`config.mk`:
```
export PLATFORM = sky130hd
export DESIGN_NAME = serial_word_cmpr
export DESIGN_NICKNAME = d
export VERILOG_FILES = /design/src/rtl/serial_word_cmpr.sv
export SDC_FILE = /design/constraint.sdc
export NUM_CORES = 1
export LEC_CHECK = 0
export BUFFER_PORTS_ARGS = -buffer_cell sky130_fd_sc_hd__buf_2
export CAP_MARGIN = 30
export CORE_ASPECT_RATIO = 0.9
export CORE_MARGIN = 10
export CORE_UTILIZATION = 44
export DETAILED_ROUTE_END_ITERATION = 10
export PLACE_DENSITY = 0.68
export SLEW_MARGIN = 10
export SYNTH_ARGS = -nofsm -noshare
export SYNTH_HDL_FRONTEND = slang
export SYNTH_SLANG_ARGS = --single-unit
```
`constraint.sdc`:
```
create_clock -name i_clk -period 2.2 [get_ports i_clk]
set_input_delay 0.22 -clock i_clk [delete_from_list [all_inputs] [get_ports i_clk]]
set_output_delay 0.22 -clock i_clk [all_outputs]
set_load 0.02 [all_outputs]
```
`src/rtl/serial_word_cmpr.sv`:
```
// Multi-lane, word-framed serial magnitude comparator (MSB- or LSB-first bit order).
// Define SERIAL_CMPR_SIGNED_EN for a two's-complement signed comparison.
module serial_word_cmpr #(
    parameter int unsigned WIDTH = 8,
    parameter int unsigned CH    = 4
) (
    input  logic          i_clk,
    input  logic          i_rst_n,
    input  logic          i_start,
    input  logic          i_msb_first,
    input  logic          i_bit_valid,
    input  logic [CH-1:0] i_a,
    input  logic [CH-1:0] i_b,
    output logic          o_busy,
    output logic          o_done,
    output logic [CH-1:0] o_alessb,
    output logic [CH-1:0] o_aequalb,
    output logic [CH-1:0] o_agreatb
);

    localparam int unsigned     CntW    = $clog2(WIDTH + 1);
    localparam logic [CntW-1:0] LastCnt = CntW'(WIDTH - 1);

    localparam logic [1:0] LaneEq = 2'b00;
    localparam logic [1:0] LaneLt = 2'b01;
    localparam logic [1:0] LaneGt = 2'b10;

    typedef enum logic [1:0] {StIdle, StRun, StDone} state_e;

    state_e               r_state, w_state_nxt;
    logic [CntW-1:0]      r_cnt, w_cnt_nxt;
    logic                 r_mode, w_mode_nxt;
    logic [CH-1:0][1:0]   r_lane, w_lane_nxt, w_lane_upd;
    logic [CH-1:0]        r_lt, w_lt_nxt;
    logic [CH-1:0]        r_eq, w_eq_nxt;
    logic [CH-1:0]        r_gt, w_gt_nxt;

    logic                 w_last;
    logic                 w_sign;
    logic [CH-1:0]        w_diff;
    logic [CH-1:0]        w_agt;

    assign w_last = (r_cnt == LastCnt);
    assign w_diff = i_a ^ i_b;
    assign w_agt  = i_a & ~i_b;

`ifdef SERIAL_CMPR_SIGNED_EN
    // Sign bit arrives first in MSB-first order and last in LSB-first order.
    assign w_sign = r_mode ? (r_cnt == '0) : w_last;
`else
    assign w_sign = 1'b0;
`endif

    // MSB-first freezes a lane on its first difference; LSB-first lets later bits overwrite.
    always_comb begin
        w_lane_upd = r_lane;
        for (int l = 0; l < int'(CH); l++) begin
            if (w_diff[l] && (!r_mode || r_lane[l] == LaneEq)) begin
                w_lane_upd[l] = (w_agt[l] ^ w_sign) ? LaneGt : LaneLt;
            end
        end
    end

    always_comb begin
        w_state_nxt = r_state;
        w_cnt_nxt   = r_cnt;
        w_mode_nxt  = r_mode;
        w_lane_nxt  = r_lane;
        w_lt_nxt    = r_lt;
        w_eq_nxt    = r_eq;
        w_gt_nxt    = r_gt;
        unique case (r_state)
            StIdle: begin
                if (i_start) begin
                    w_state_nxt = StRun;
                    w_cnt_nxt   = '0;
                    w_mode_nxt  = i_msb_first;
                    w_lane_nxt  = '0;
                end
            end
            StRun: begin
                if (i_bit_valid) begin
                    w_cnt_nxt  = r_cnt + CntW'(1);
                    w_lane_nxt = w_lane_upd;
                    if (w_last) begin
                        w_state_nxt = StDone;
                        for (int l = 0; l < int'(CH); l++) begin
                            w_lt_nxt[l] = (w_lane_upd[l] == LaneLt);
                            w_eq_nxt[l] = (w_lane_upd[l] == LaneEq);
                            w_gt_nxt[l] = (w_lane_upd[l] == LaneGt);
                        end
                    end
                end
            end
            StDone: begin
                w_state_nxt = StIdle;
            end
            default: begin
                w_state_nxt = StIdle;
            end
        endcase
    end

    always_ff @(posedge i_clk or negedge i_rst_n) begin
        if (!i_rst_n) begin
            r_state <= StIdle;
            r_cnt   <= '0;
            r_mode  <= 1'b0;
            r_lane  <= '0;
            r_lt    <= '0;
            r_eq    <= '1;
            r_gt    <= '0;
        end else begin
            r_state <= w_state_nxt;
            r_cnt   <= w_cnt_nxt;
            r_mode  <= w_mode_nxt;
            r_lane  <= w_lane_nxt;
            r_lt    <= w_lt_nxt;
            r_eq    <= w_eq_nxt;
            r_gt    <= w_gt_nxt;
        end
    end

    assign o_busy    = (r_state == StRun);
    assign o_done    = (r_state == StDone);
    assign o_alessb  = r_lt;
    assign o_aequalb = r_eq;
    assign o_agreatb = r_gt;

endmodule
```
==> flow_summary.ini <==
[placed_design]
post-place-cells = 218
place_hpwl_um = 2590
postPlaceCellArea_sq_mm = 0.00167
pre_cts_slack_ns = 0.660
io_buffers = 26
place_congestion = 0.847

[setup_path]
path_max_fanout = 18
r2r_slack_ns = 0.62
worstSetupEndpoint = o_busy
start_kind = flop
r2r_cells = 3
crit_type = reg2out
cp.arrival_ns = 1.46
end_kind = output port
crit_required_ns = 1.98
r2r-start = r_state[1]$_DFFE_PN0P_
r2r_end = r_lane[7]$_DFFE_PN0P_
startpoint = r_state[1]$_DFFE_PN0P_

[layout]
final_common_cell = buf_2
syn_to_final_growth_pct = 13.7
final_cells = 223
mostFrequentLayoutCells = 26 x buf_2, 23 x dfrtp_1, 16 x o211ai_1, 14 x inv_1, 12 x o21ai_0
nets = 198
fin_area_sq_mm = 0.00173
num_antenna_cells = 0
final_core_util = 0.516
layout-drive-gt1-share = 0.285

[die]
fp.dieArea_sq_mm = 0.00621
rows = 20
coreArea_sq_mm = 0.00335
die_x_um = 82.0
die_h_um = 75.8
start_util = 0.454
io_pins = 27

[clock_network]
clk_path_buf_depth = 2
clk_pin_slew_ns = 0.10
cts.sinks = 27
cts_tree = done
cts_setup_buffers = 0
h-tree-depth = 1
numCtsBuffers = 3
insertion_delay_ns = 0.27
cts_root_buf = clkbuf_8

[routing]
post_drt_via_cell_ratio = 5.75
drt.antenna.violating_nets = 0
wl_um = 3520
via_count = 1282
drt_first_pass_iters = 4
drtIter0Drc = 141
drc_errors = 0
wire_per_inst_um = 15.8

[yosys]
async_flop_share = 1.00
synth_cells = 154
syn_nets = 172
synth-warning-count = 0
ys.flop_type = dfrtp_1
synth_enable_flop_cells = 0
synth_seq_area_share = 0.447
synth-seq-cells = 27
synth_cell_types = 33
syn-mean-instance-area_sq_um = 9.88
syn-cell-area_sq_mm = 0.00152

[timing]
fin_tns_setup_ns = 0
hold_viol = 0
min_period_over_period = 0.762
tightest_slew_ns = 0.606
skew_ns = 0.00321
rsz0062_at_grt = false
setup_viol = 0
min_period_ns = 1.68
slew-limit-headroom = 0.596
layout_setup_ws_ns = 0.524
max_freq_ghz = 0.597
finalMaxSlewViolations = 0

[global_routing]
grt_overflow = 0
grt_usage = 0.123
grt_max_degree = 28
grt_pass1_vias = 1377
antenna_found_initial = 0
grt_pass1_wl_um = 6170

[min_path]
hp-class = in2reg

[run]
maxCapViolCount = 0

[power]
leakagePower_nw = 0.767
ir_drop_mv = 0.531
p_per_area_mw_per_mm2 = 1290

[status]
status = completed
==> worst min-delay path by stage <==
stage | depth (start not counted) | from | end
after floorplan | 0 | i_rst_n | o_agreatb[0]$_DFFE_PN0P_
after global placement | 1 | i_rst_n | r_mode$_DFFE_PN0P_
after detailed placement | 1 | i_rst_n | r_mode$_DFFE_PN0P_
after CTS | 2 | i_msb_first | r_mode$_DFFE_PN0P_
after global routing | 2 | i_msb_first | r_mode$_DFFE_PN0P_
final | 2 | i_msb_first | r_mode$_DFFE_PN0P_
==> per-stage QoR <==
stage | total power [W] | hold slack (ns)
after global routing | 0.00244 | 0.185
after CTS | 0.00225 | 0.177
after floorplan | 0.00167 | -0.0756
after detailed placement | 0.00196 | 0.273
final | 0.00224 | 0.179
after global placement | 0.00191 | 0.259
==> timing repair <==
item | CTS | global route
endpoints found under the hold margin | 23 | 0
hold buffers | 1 | 0
resized for setup | 0 | 0
==> critical path, stage by stage (launching register included) <==
cell	delay, ns
dfrtp_1	0.57
nor2b_1	0.22
buf_4	0.21
buf_2	0.19
==> registers in the layout (all words and copies together), names as in the netlist <==
| signal | flops |
|---|---|
| r_mode | 1 |
| r_lane | 8 |
| r_state | 2 |
| o_aequalb | 4 |
| o_agreatb | 4 |
| r_cnt | 4 |
| o_alessb | 4 |
==> synth_stat cells (all sizes together) (2+ instances only) <==
library cell	instances	share of area
nor3	3	0.0099
a31oi	8	0.033
or3b	8	0.046
mux2i	2	0.013
nor2	6	0.015
nor3b	2	0.0099
dfstp	4	0.069
o211ai	16	0.079
dfrtp	23	0.38
nand3	10	0.033
nor2b	2	0.0082
mux2	5	0.039
nand3b	3	0.015
buf	8	0.036
o21ai	12	0.039
ha	5	0.041
a22o	2	0.012
a21oi	10	0.033
inv	14	0.035
==> report_power, final <==
group          internal [W]  total (W)  switching, W
clock              0.000129   0.000290      0.000162
sequential         0.000745   0.000991      0.000246
combinational      0.000426   0.000954      0.000528
==> metal layers <==
metal  track usage  wire [um]
met5             0          0
met3        0.0307        203
met1         0.147       1600
met4        0.0283         18
met2         0.217       1700
==> logic make-up (layout without fill, tap and decap cells) <==
logic type               count (synthesis)  after routing  share of synthesized area
buffers and inverters                   23             48                     0.0732
adder cells (fa/ha/maj)                  5              5                     0.0411
multiplexers                             7              7                     0.0526
AO/OA/AOI/OAI                           53             53                      0.222
flip-flops                              27             27                      0.447
AND/OR/NAND/NOR                         39             39                      0.164
==> area by class of cell <==
cell class	instances	area, sq um
Clock buffer	3	41.3
Clock inverter	1	7.51
Fill cell	318	1620
Inverter	14	52.6
Multi-Input combinational cell	104	729
Sequential cell	27	681
Tap cell	44	55.1
Timing Repair Buffer	30	163
No activity file was read; power rests on OpenSTA's default activity.
